==> src/rtl/rgbw_pkg.sv <==
// Shared parameters and state type for the RGBW duty fader.
package rgbw_pkg;
    localparam int CH_W   = 8;
    localparam int RATE_W = 8;
    localparam int NUM_CH = 4;

    typedef enum logic {
        IDLE = 1'b0,
        FADE = 1'b1
    } state_t;
endpackage

==> src/rtl/rgbw_fader_if.sv <==
// Target/duty bundle between colour generation, the fader and the PWM stage.
interface rgbw_fader_if;
    import rgbw_pkg::*;

    logic              target_vld;
    logic [CH_W-1:0]   target_r;
    logic [CH_W-1:0]   target_g;
    logic [CH_W-1:0]   target_b;
    logic [CH_W-1:0]   target_w;
    logic [RATE_W-1:0] fade_rate;
    logic [CH_W-1:0]   duty_r;
    logic [CH_W-1:0]   duty_g;
    logic [CH_W-1:0]   duty_b;
    logic [CH_W-1:0]   duty_w;
    logic              busy;
    logic              done;

    modport master (
        output target_vld, target_r, target_g, target_b, target_w, fade_rate,
        input  duty_r, duty_g, duty_b, duty_w, busy, done
    );

    modport slave (
        input  target_vld, target_r, target_g, target_b, target_w, fade_rate,
        output duty_r, duty_g, duty_b, duty_w, busy, done
    );
endinterface

==> src/rtl/rgbw_fade_channel.sv <==
// One colour channel: latched target plus a duty that walks 1 LSB per step toward it.
module rgbw_fade_channel
    import rgbw_pkg::*;
(
    input  logic            clk,
    input  logic            reset,
    input  logic            load,
    input  logic            immediate,
    input  logic            step,
    input  logic [CH_W-1:0] target,
    output logic [CH_W-1:0] duty,
    output logic            at_target,
    output logic            one_off
);
    logic [CH_W-1:0] tgt_q;
    logic [CH_W-1:0] duty_q;
    logic [CH_W:0]   duty_x;
    logic [CH_W:0]   tgt_x;

    always_ff @(posedge clk) begin
        if (reset) begin
            tgt_q  <= '0;
            duty_q <= '0;
        end else if (load) begin
            tgt_q <= target;
            if (immediate) begin
                duty_q <= target;
            end
        end else if (step) begin
            if (duty_q < tgt_q) begin
                duty_q <= duty_q + CH_W'(1);
            end else if (duty_q > tgt_q) begin
                duty_q <= duty_q - CH_W'(1);
            end
        end
    end

    // Widened compare so 255 vs 0 is not mistaken for a 1-LSB gap.
    assign duty_x    = {1'b0, duty_q};
    assign tgt_x     = {1'b0, tgt_q};
    assign one_off   = (duty_x + (CH_W+1)'(1) == tgt_x) || (tgt_x + (CH_W+1)'(1) == duty_x);
    assign at_target = (duty_q == tgt_q);
    assign duty      = duty_q;
endmodule

==> src/rtl/rgbw_fader.sv <==
// Slew limiter ramping four PWM duties toward their targets at a clk_half-based rate.
//   state | meaning
//   IDLE  | duties equal latched targets, nothing to do
//   FADE  | at least one duty still walking toward its target
module rgbw_fader
    import rgbw_pkg::*;
(
    input  logic         clk,
    input  logic         reset,
    input  logic         clk_half,
    rgbw_fader_if.slave  bus
);
    state_t            state_q, state_d;
    logic              done_q, done_d;
    logic [RATE_W-1:0] rate_q;
    logic [RATE_W-1:0] presc_q;
    logic              presc_hit;
    logic              step;
    logic              immediate;

    logic [CH_W-1:0]   tgt_in  [NUM_CH];
    logic [CH_W-1:0]   duty    [NUM_CH];
    logic [NUM_CH-1:0] at_tgt;
    logic [NUM_CH-1:0] one_off;
    logic [NUM_CH-1:0] same_tgt;

    assign tgt_in[0] = bus.target_r;
    assign tgt_in[1] = bus.target_g;
    assign tgt_in[2] = bus.target_b;
    assign tgt_in[3] = bus.target_w;

    assign immediate = bus.target_vld && (bus.fade_rate == '0);
    assign presc_hit = clk_half && (presc_q == rate_q - RATE_W'(1));
    // A capture on the step cycle wins; the step is dropped.
    assign step      = (state_q == FADE) && presc_hit && !bus.target_vld;

    for (genvar i = 0; i < NUM_CH; i++) begin : g_ch
        rgbw_fade_channel u_ch (
            .clk       (clk),
            .reset     (reset),
            .load      (bus.target_vld),
            .immediate (immediate),
            .step      (step),
            .target    (tgt_in[i]),
            .duty      (duty[i]),
            .at_target (at_tgt[i]),
            .one_off   (one_off[i])
        );
        assign same_tgt[i] = (tgt_in[i] == duty[i]);
    end

    always_ff @(posedge clk) begin
        if (reset) begin
            rate_q  <= '0;
            presc_q <= '0;
        end else if (bus.target_vld) begin
            rate_q  <= bus.fade_rate;
            presc_q <= '0;
        end else if ((state_q == FADE) && clk_half) begin
            presc_q <= presc_hit ? '0 : presc_q + RATE_W'(1);
        end
    end

    always_ff @(posedge clk) begin
        if (reset) begin
            state_q <= IDLE;
            done_q  <= 1'b0;
        end else begin
            state_q <= state_d;
            done_q  <= done_d;
        end
    end

    always_comb begin
        state_d = state_q;
        done_d  = 1'b0;
        if (bus.target_vld) begin
            if (immediate || (&same_tgt)) begin
                state_d = IDLE;
                done_d  = 1'b1;
            end else begin
                state_d = FADE;
            end
        end else if (step && (&(at_tgt | one_off))) begin
            state_d = IDLE;
            done_d  = 1'b1;
        end
    end

    assign bus.duty_r = duty[0];
    assign bus.duty_g = duty[1];
    assign bus.duty_b = duty[2];
    assign bus.duty_w = duty[3];
    assign bus.busy   = (state_q == FADE);
    assign bus.done   = done_q;
endmodule

==> src/flat_wrapper.sv <==
// flat-port wrapper written by rule: the top's interface ports become plain ports
module rgbw_fader_flat import rgbw_pkg::*;
  (clk, reset, clk_half, bus_target_vld, bus_target_r, bus_target_g, bus_target_b, bus_target_w, bus_fade_rate, bus_duty_r, bus_duty_g, bus_duty_b, bus_duty_w, bus_busy, bus_done);
  rgbw_fader_if bus_i ();
  input  logic clk;
  input  logic reset;
  input  logic clk_half;
  input wire logic [$bits(bus_i.target_vld)-1:0] bus_target_vld;
  input wire logic [$bits(bus_i.target_r)-1:0] bus_target_r;
  input wire logic [$bits(bus_i.target_g)-1:0] bus_target_g;
  input wire logic [$bits(bus_i.target_b)-1:0] bus_target_b;
  input wire logic [$bits(bus_i.target_w)-1:0] bus_target_w;
  input wire logic [$bits(bus_i.fade_rate)-1:0] bus_fade_rate;
  output wire logic [$bits(bus_i.duty_r)-1:0] bus_duty_r;
  output wire logic [$bits(bus_i.duty_g)-1:0] bus_duty_g;
  output wire logic [$bits(bus_i.duty_b)-1:0] bus_duty_b;
  output wire logic [$bits(bus_i.duty_w)-1:0] bus_duty_w;
  output wire logic [$bits(bus_i.busy)-1:0] bus_busy;
  output wire logic [$bits(bus_i.done)-1:0] bus_done;
  assign bus_i.target_vld = bus_target_vld;
  assign bus_i.target_r = bus_target_r;
  assign bus_i.target_g = bus_target_g;
  assign bus_i.target_b = bus_target_b;
  assign bus_i.target_w = bus_target_w;
  assign bus_i.fade_rate = bus_fade_rate;
  assign bus_duty_r = bus_i.duty_r;
  assign bus_duty_g = bus_i.duty_g;
  assign bus_duty_b = bus_i.duty_b;
  assign bus_duty_w = bus_i.duty_w;
  assign bus_busy = bus_i.busy;
  assign bus_done = bus_i.done;
  rgbw_fader u_core (.clk(clk), .reset(reset), .clk_half(clk_half), .bus(bus_i));
endmodule
==> config.mk <==
export PLATFORM = sky130hd
export DESIGN_NAME = rgbw_fader_flat
export DESIGN_NICKNAME = d
export VERILOG_FILES = /design/src/rtl/rgbw_pkg.sv /design/src/rtl/rgbw_fader_if.sv /design/src/rtl/rgbw_fade_channel.sv /design/src/rtl/rgbw_fader.sv /design/src/flat_wrapper.sv
export SDC_FILE = /design/constraint.sdc
export NUM_CORES = 1
export LEC_CHECK = 0
export ABC_AREA = 1
export CAP_MARGIN = 25
export CORE_ASPECT_RATIO = 0.8
export CORE_MARGIN = 10
export CORE_UTILIZATION = 30
export CTS_BUF_LIST = sky130_fd_sc_hd__clkbuf_16
export CTS_CLUSTER_DIAMETER = 150
export DETAILED_ROUTE_END_ITERATION = 10
export GPL_ROUTABILITY_DRIVEN = 0
export MAX_ROUTING_LAYER = met4
export PLACE_DENSITY = 0.49
export SYNTH_ARGS = -nofsm -noshare
export SYNTH_HDL_FRONTEND = slang
export SYNTH_SLANG_ARGS = --single-unit
export TNS_END_PERCENT = 1
==> constraint.sdc <==
create_clock -name clk -period 4.6 [get_ports clk]
set_clock_uncertainty 0.15 [all_clocks]
set_input_delay 0.92 -clock clk [delete_from_list [all_inputs] [get_ports clk]]
set_output_delay 0.92 -clock clk [all_outputs]
set_load 0.01 [all_outputs]
Word-level counts from Yosys, hierarchy flattened
Cells that the tools add are included.

word-level totals
  flip-flop bits (word level) = 82
  bits of input ports = 44
  output and inout bits = 34
  logic and storage cells = 110

cells by class
  add/sub/neg operators = 18
  $lt $le $gt $ge = 8
  equal/unequal tests = 18
  mux-type cells = 27
  bitwise logic cells = 1
  reduce and logical (&&, ||, !) cells = 26

operators with widths
  kind                   number
  $mux W8                21
  $add A8 B1 Y9 const B  8
  $eq A8 B8 Y1           9
  $eq A9 B8 Y1           8
  $add A8 B1 Y8 const B  5
  $sub A8 B1 Y8 const B  5
  $gt A8 B8 Y1           4
  $lt A8 B8 Y1           4
  $reduce_and A3 Y1      4
  $reduce_bool A3 Y1     4
  $logic_not A8 Y1       1
  $reduce_and A4 Y1      2
  $logic_and A1 B1 Y1    6
  $mux W1                6
  $logic_or A1 B1 Y1     5
  $or A4 B4 Y4           1
  $reduce_bool A2 Y1     2
  $ne A2 B1 Y1 const B   1
  $reduce_or A2 Y1       1
  $logic_not A1 Y1       1

Logic depth before layout (Yosys ltp)
Gate-level depths: netlist of run 1.

  depth after elaboration = 8
  depth in mapped cells = 20
  mapped depth without buffers = 20

Cells and area by module
Synthesis of run 1 repeated with hierarchy kept, for this count alone.

second synthesis, totals
  cells, all modules = 1314
  area total of the unflattened synthesis = 8247.9 sq um

by module, submodules not included
  module             instances  cells each  area an instance (sq um)
  rgbw_fade_channel  4          259         1667.8
  rgbw_fader         1          278         1576.5

Worst setup path after synthesis of run 1
Ideal clock, no wire load.

  path kind = register to register
  from = register u_core.g_ch[0].u_ch.duty_q[0]
  to = register u_core.g_ch[0].u_ch.duty_q[6]
  setup time = 0.070 ns
  arrival = 3.216 ns
  path slack = 1.164 ns
  cell stages (with the launch flop) = 19
  buffers on the path = 0
  cell sequence = dfxtp_1 -> inv_1 -> ha_1 -> nor2_1 -> nor2_1 -> o21a_1 -> o21ai_0 -> ha_1 -> nand2_1 -> inv_1 -> o21ai_0 -> nand2_1 -> nand2_1 -> nand2_1 -> a21oi_1 -> nor2_1 -> o21ai_0 -> o21ai_2 -> a21oi_1

between the ends
  word-level cells in the longest chain between the ends = 5

RTL lines
  element                   line                     source
  start: declaration        rgbw_fade_channel.sv:16  logic [CH_W-1:0] duty_q;
  start signal: assignment  rgbw_fade_channel.sv:27  duty_q <= target;
  start signal: assignment  rgbw_fade_channel.sv:31  duty_q <= duty_q + CH_W'(1);
  start signal: assignment  rgbw_fade_channel.sv:33  duty_q <= duty_q - CH_W'(1);
  $sub A8 B1 Y8             rgbw_fade_channel.sv:33
  $mux W8                   rgbw_fade_channel.sv:32  end else if (duty_q > tgt_q) begin
  $mux W8                   rgbw_fade_channel.sv:30  if (duty_q < tgt_q) begin
  $mux W8                   rgbw_fade_channel.sv:29  end else if (step) begin
  $mux W8                   rgbw_fade_channel.sv:24  end else if (load) begin

Parallel ways exist; a longest one is shown, timed or not. The select of a mux whose other input is x is not followed.
A chain may end at the register's enable or synchronous reset.

Final worst setup path of run 1
  from = register u_core.g_ch[0].u_ch.duty_q[5]
  to = register u_core.g_ch[0].u_ch.duty_q[6]

The elaborated chain is that of the path after synthesis.

==> results of run 1 <==
## tightest hold or removal path: stages, from the launching register on
cell	delay [ns]
dfxtp_1	0.34
nand2_1	0.07
a21oi_1	0.05
## cells in the mapped netlist (all sizes together) (24+ instances only)
master	count
nand3	104
nand2	343
nand4	26
ha	70
xnor2	26
a21oi	80
o21ai	107
xor2	25
dfxtp	82
nor2	131
inv	144
o22ai	24
## report_power, final
part	switching, mW	total [mW]	internal, mW
clock	0.318	0.788	0.470
sequential	0.0783	0.829	0.751
combinational	0.514	0.869	0.355
## worst paths after layout
kind | startpoint | to | slack [ns] | depth (start not counted)
hold reg to reg | u_core.g_ch[0].u_ch.tgt_q[0] | u_core.g_ch[0].u_ch.tgt_q[0] | 0.36 | 2
setup / recovery | u_core.g_ch[0].u_ch.duty[5] | u_core.g_ch[0].u_ch.duty[6] | 1.22 | 18
hold / removal | u_core.g_ch[0].u_ch.tgt_q[0] | u_core.g_ch[0].u_ch.tgt_q[0] | 0.36 | 2
setup reg to reg | u_core.g_ch[0].u_ch.duty[5] | u_core.g_ch[0].u_ch.duty[6] | 1.22 | 18
## registers in the layout, summed over array words and instances, names as in the netlist
register and flops:
u_core.bus.busy 1, u_core.bus.done 1, u_core.g_ch.u_ch.duty 32, u_core.g_ch.u_ch.tgt_q 32, u_core.presc_q 8, u_core.rate_q 8
## layout make-up
type / instances / area share [%]
well taps: 324 / 4.47
clock inverters: 5 / 0.898
clock buffers: 9 / 2.49
inverters: 145 / 6.01
flip-flops and latches: 82 / 18.1
repair buffers: 87 / 9.28
multi-input cells: 989 / 58.7
## layer usage
metal  vias up  track usage [%]
li1       4237                -
met5         -                -
met3        21             2.75
met2       187             24.0
met1      3591             23.8
met4         0             4.26
## metrics by stage
stage	instance area (um^2)	hold slack, ns	worst slack, ns	utilization, %
finish	9060	0.363	1.22	36.0
global route	9060	0.401	0.746	36.0
floorplan	7650	0.325	1.16	-
CTS	9060	0.364	1.23	36.0
detailed placement	8750	0.352	1.22	34.8
global placement	8750	0.352	1.27	34.8
## kinds of logic after synthesis
family          after synthesis  share of synthesized area, %
flops                        82                          21.5
compound gates              222                          15.6
buf+inv                     173                          8.96
simple gates                642                          35.7
fa+ha+maj                    74                          12.5
xor+xnor                     51                          5.84
==> summary.txt, run 1 <==
Setup path
  • CP endpoint kind: flop
  • Crit path buf inv count: 2
  • CP Class: flop to flop
  • Worst-path cell chain: ha_1 -> a21oi_1 -> nor2_1 -> a211oi_1 -> o21ai_0 -> buf_4 -> fa_1 -> nand2_1 -> inv_1 -> o21ai_0 -> nand2_1 -> nand2_1 -> nand2_1 -> a21oi_1 -> nor2_1 -> o21ai_0 -> o21ai_2 -> a21oi_1
  • Top Family by Delay on Critical Path: compound AO/OA/AOI/OAI gates
  • Worst Path Arrival: around 3.5 ns
  • CP Max Fanout: 12
  • Worst Path Required: 4.74 ns
  • Delay of the slowest critical-path stage: around 0.61 ns
  • Setup crit start kind: flop
  • Crit-path slowest cell: dfxtp_1
  • Crit-path most repeated cell: nand2_1

Clock tree
  • Post-CTS resize count: 0
  • CTS H-tree lvls: 3
  • Post-CTS setup repair buffer count: 0
  • Inserted Clock Buffers: 9
  • Bufs on Longest Clock Path: 2
  • Root Buffer Master: clkbuf_16
  • Clk_lat worst skew: 0.35 ns
  • CTS clk-pin slew, worst paths: roughly 0.060 ns
  • Post-CTS Hold Fix Bufs: 0
  • Clock tree sinks: 82
  • CTS tree: done

Logic synthesis
  • Synth Flop Type: dfxtp_1
  • Post-Syn Area: between 7000 and 8000 um^2
  • Post-Syn Nets: 1362
  • Synth Register Bits: 82
  • Ys async rst share: 0%
  • Cell variety after synth: 37
  • Area contributors post-synth: dfxtp_1, nand2_1, ha_1
  • Avg Inst Size Synth: just over 6 um^2
  • Share of the synthesized area in the top cell type: between 20% and 30%
  • YS warnings: 0
  • Yosys top cell by area: dfxtp_1
  • Number of enable flip-flop cells after synthesis: 0
  • Sequential share of the synthesized area: between 20% and 30%
  • Mapped Cells: 1244

Layout
  • Fin nets: approximately 1400
  • Fill cells: 2750
  • Layout cells sized above 1: under 10%
  • Commonest non-fill, non-tap cell in the layout: nand2_1
  • Register Area: ~1600 um^2
  • Diode count: 0
  • Area growth from synthesis to layout: 18.5%
  • Cell Count, Final, Fillers Out: about 1600
  • Multi-input logic area: between 5000 and 6000 um^2
  • Highest-count cells in the layout ignoring fill and taps: nand2_1, inv_1, nor2_1, nand3_1, o21ai_0

Timing
  • Slew Viols, Final: 0
  • RSZ-0062 raised after global routing: false
  • Period minus WS final: 3.38 ns
  • Setup TNS: 0 ns
  • Highest Clock Rate: 296 MHz
  • Relative slew slack: 38.8%
  • Setup violations, final: 0
  • Fin. Hold Viols: 0
  • Final worst-path cycle share: roughly 73%
  • Slew @ Worst Pin: approximately 0.9 ns

Power and ir drop
  • Cell Pwr Density: around 270 nW/um^2
  • Max VDD drop: around 0.22 mV
  • Leak: ~4.2 nW
  • Overall power: 2.49 mW

Drt
  • Routed wire length: 26.1 mm
  • Routed WL per cell: roughly 16 um
  • M1 WL: around 14 mm
  • Vias per cell: between 4 and 5
  • Vias: roughly 8000
  • Drt pass-1 iters: 5
  • Met2 wire length: roughly 11 mm
  • Met3 Wirelength: approximately 1.4 mm
  • DRC violations left: 0
  • 1st-iter DRT viols: approximately 560
  • Max layer used: met4
  • Routed Antenna Nets: 0

Global routing
  • Grt total ovfl: 0
  • First-pass GRT wire length: between 40 and 50 mm
  • GRT Total Usage: approximately 17%
  • Largest net degree at the start of global routing: 50
  • Vias in the first global route: about 7700
  • Initial antenna violation count: 0

Floorplan
  • Die X: between 150 and 200 um
  • Top Ports: 78
  • Site row count: between 50 and 60
  • Die Area: between 30000 and 40000 um^2
  • Total core area: 25200 um^2
  • Die Height: 163 um
  • Starting density of the core: between 30% and 40%

Status
  • Status: finished, final reports clean

Worst hold path
  • Worst min-delay path class: flop to flop

Placed design
  • Placed instance count: 1627
  • Post-detail-place hpwl: 20.3 mm
  • Port Buf Inserts: 77

Flow run
  • Max Cap Viol: 0
Power figures use the tool's default switching activity.
==> run 2: changes to the inputs <==
==> constraint.sdc (replaced) <==
create_clock -name clk -period 3.3 [get_ports clk]
set_clock_uncertainty 0.15 [all_clocks]
set_input_delay 0.66 -clock clk [delete_from_list [all_inputs] [get_ports clk]]
set_output_delay 0.66 -clock clk [all_outputs]
set_load 0.01 [all_outputs]
==> summary.txt, run 2 (synthesized netlist as in run 1, its figures left out) <==
Status
  • Status: finished, final reports clean (unchanged)

Global routing
  • GRT Total Usage: 16.7% (was 16.8%)
  • Vias in the first global route: 7826 (was 7697)
  • Grt total ovfl: 0 (unchanged)
  • First-pass GRT wire length: 41.9 mm (was 42.1 mm)
  • Largest net degree at the start of global routing: 50 (unchanged)
  • Initial antenna violation count: 0 (unchanged)

Placed design
  • Placed cell areas: 9050 um^2 (was 8750 um^2)
  • Pre-CTS setup slack: 0.0455 ns (was 1.22 ns)
  • Port Buf Inserts: 77 (unchanged)
  • Post-detail-place hpwl: 20.7 mm (was 20.3 mm)

Power and ir drop
  • Clk pwr share: 29.7% (was 31.7%)
  • Logic pwr share: 39.1% (was 34.9%)
  • Internal power: 2.19 mW (was 1.58 mW)
  • Cell Pwr Density: 371 nW/um^2 (was 274 nW/um^2)
  • Switching share of power: 37.4% (was 36.6%)
  • Psw: 1.31 mW (was 910 uW)
  • Sequential share of power: 31.2% (was 33.3%)
  • Leak: 4.41 nW (was 4.18 nW)
  • Max VDD drop: 0.242 mV (was 0.219 mV)

Clock tree
  • Bufs on Longest Clock Path: 2 (unchanged)
  • Clock tree sinks: 82 (unchanged)
  • Inserted Clock Buffers: 9 (unchanged)
  • CTS H-tree lvls: 3 (unchanged)
  • Post-CTS Hold Fix Bufs: 0 (unchanged)
  • Root Buffer Master: clkbuf_16 (unchanged)
  • Clk_lat worst skew: 0.35 ns (about the same)
  • CTS clk-pin slew, worst paths: 0.07 ns (was 0.06 ns)
  • CTS tree: done (unchanged)

Setup path
  • Critical R2R Capture: u_core.g_ch[2].u_ch.duty[5] (was u_core.g_ch[0].u_ch.duty[6])
  • Reg-to-reg startpoint: u_core.g_ch[2].u_ch.tgt_q[5] (was u_core.g_ch[0].u_ch.duty[5])
  • CP Class: flop to flop (unchanged)
  • Worst Path Arrival: 3.15 ns (was 3.51 ns)
  • CP endpoint kind: flop (unchanged)
  • Reg2Reg Depth: 18 (unchanged)
  • Setup crit start kind: flop (unchanged)
  • Worst Path Required: 3.40 ns (was 4.74 ns)
  • CP Max Fanout: 7 (was 12)
  • Flop2flop setup slack: 0.25 ns (was 1.22 ns)

Layout
  • Area growth from synthesis to layout: 23.3% (was 18.5%)
  • Fill cells: 2714 (was 2750)
  • Diode count: 0 (unchanged)
  • Register Area: 1650 um^2 (was 1640 um^2)
  • Fin nets: 1473 (was 1432)
  • Multi-input logic area: 5380 um^2 (was 5320 um^2)
  • Finished Cell Area: 9430 um^2 (was 9060 um^2)
  • Commonest non-fill, non-tap cell in the layout: nand2_1 (unchanged)
  • Layout cells sized above 1: 8.60% (was 4.33%)
  • Highest-count cells in the layout ignoring fill and taps: nand2_1, inv_1, nor2_1, nand3_1, o21ai_0 (unchanged)

Worst hold path
  • Hold Path Depth: 2 (unchanged)
  • Worst min-delay path class: flop to flop (unchanged)
  • Hold endpoint: u_core.g_ch[3].u_ch.duty[0] (was u_core.g_ch[0].u_ch.tgt_q[0])
  • Hold path startpoint: u_core.g_ch[3].u_ch.duty[0] (was u_core.g_ch[0].u_ch.tgt_q[0])

Drt
  • Routed wire length: 26.3 mm (was 26.1 mm)
  • Drt pass-1 iters: 5 (unchanged)
  • DRC violations left: 0 (unchanged)
  • Vias: 8222 (was 8036)
  • Routed WL per cell: 15.6 um (was 15.9 um)
  • Routed Antenna Nets: 0 (unchanged)
  • Vias per cell: 4.88 (was 4.90)
  • 1st-iter DRT viols: 536 (was 559)

Floorplan
  • Starting density of the core: 30.4% (unchanged)
  • Top Ports: 78 (unchanged)
  • Die Height: 163 um (unchanged)
  • Die Area: 32300 um^2 (unchanged)
  • Total core area: 25200 um^2 (unchanged)
  • Site row count: 52 (unchanged)
  • Die X: 199 um (unchanged)

Timing
  • Setup violations, final: 0 (unchanged)
  • Highest Clock Rate: 328 MHz (was 296 MHz)
  • Period minus WS final: 3.05 ns (was 3.38 ns)
  • Relative slew slack: 44.9% (was 38.8%)
  • Final worst-path cycle share: 92.3% (was 73.5%)
  • Slew @ Worst Pin: 0.819 ns (was 0.910 ns)
  • RSZ-0062 raised after global routing: true (was false)
  • Fin. Hold Viols: 0 (unchanged)
  • Slew Viols, Final: 0 (unchanged)
  • Setup slack after layout: 0.254 ns (was 1.22 ns)

Flow run
  • Max Cap Viol: 0 (unchanged)
## run 2: cell types whose count changed in the layout (fill, tap and decap cells not counted), sizes merged
| cell | delta |
|---|---|
| clkinv | +1 |
| buf | +41 |
| bufinv | -1 |
| inv | +2 |
## run 2: repair_timing
action	in CTS	in global routing
gates resized for setup	0	29
hold endpoints to repair	0	0
setup buffers	0	3
endpoints found under the setup margin	0	12
## run 2: worst max-delay path: stages, from the launching register on
cell      delay (ns)
dfxtp_1         0.35
inv_1           0.06
ha_1            0.28
a21oi_1         0.16
nor2_1          0.07
a211oi_2        0.17
o21ai_0         0.11
buf_4           0.18
ha_1            0.34
a21oi_1         0.16
nand2_1         0.11
nand2_1         0.09
nand2_1         0.05
a21oi_1         0.20
nor2_1          0.06
o21ai_1         0.12
o21ai_0         0.09
o21ai_1         0.14
nor2_1          0.05
## run 2: cell type report
| class | instances | area share, % |
|---|---|---|
| multi-input combinational | 989 | 57.0 |
| inverter | 145 | 5.77 |
| clock buffer | 9 | 2.39 |
| clock inverter | 7 | 0.729 |
| timing repair buffer | 128 | 12.3 |
| sequential | 82 | 17.5 |
| tap | 324 | 4.30 |
## run 2: layer usage
metal | track usage, % | up-vias | wire length, um
met5 | - | - | 0
met4 | 3.39 | 0 | 277
met3 | 2.35 | 19 | 1090
met2 | 24.7 | 158 | 11100
met1 | 23.5 | 3716 | 13800
li1 | - | 4329 | -
## run 2: power groups by stage
stage	sequential, mW	combinational, mW	clock (mW)
after global routing	1.10	1.56	1.11
after floorplan	1.15	0.831	0
after CTS	1.09	1.32	1.07
after global placement	1.11	1.31	0
after detailed placement	1.11	1.31	0
final	1.09	1.37	1.04
## run 2: metrics by stage
| step | instances | hold WS, ns | setup TNS (ns) | total power, mW | util (%) |
|---|---|---|---|---|---|
| floorplan | 1244 | 0.325 | -0.523 | 1.98 | - |
| finish | 1684 | 0.339 | 0 | 3.50 | 37.5 |
| CTS | 1681 | 0.341 | 0 | 3.48 | 37.1 |
| global route | 1684 | 0.379 | -0.114 | 3.77 | 37.5 |
| detailed placement | 1665 | 0.333 | 0 | 2.43 | 35.9 |
| global placement | 1665 | 0.331 | 0 | 2.42 | 35.9 |
## run 2: worst max-delay path by stage
stage,endpoint,from,depth (start not counted),slack (ns)
after CTS,u_core.g_ch[0].u_ch.duty[6],u_core.g_ch[0].u_ch.tgt_q[1],19,0.02
after global routing,u_core.g_ch[2].u_ch.duty[5],u_core.g_ch[2].u_ch.tgt_q[5],18,-0.09
final,u_core.g_ch[2].u_ch.duty[5],u_core.g_ch[2].u_ch.tgt_q[5],18,0.25
after floorplan,u_core.g_ch[3].u_ch.duty[6],u_core.g_ch[3].u_ch.duty[0],19,-0.13
after global placement,u_core.g_ch[0].u_ch.duty[5],u_core.g_ch[0].u_ch.tgt_q[3],16,0.07
after detailed placement,u_core.g_ch[0].u_ch.duty[6],u_core.g_ch[0].u_ch.tgt_q[1],20,0.05
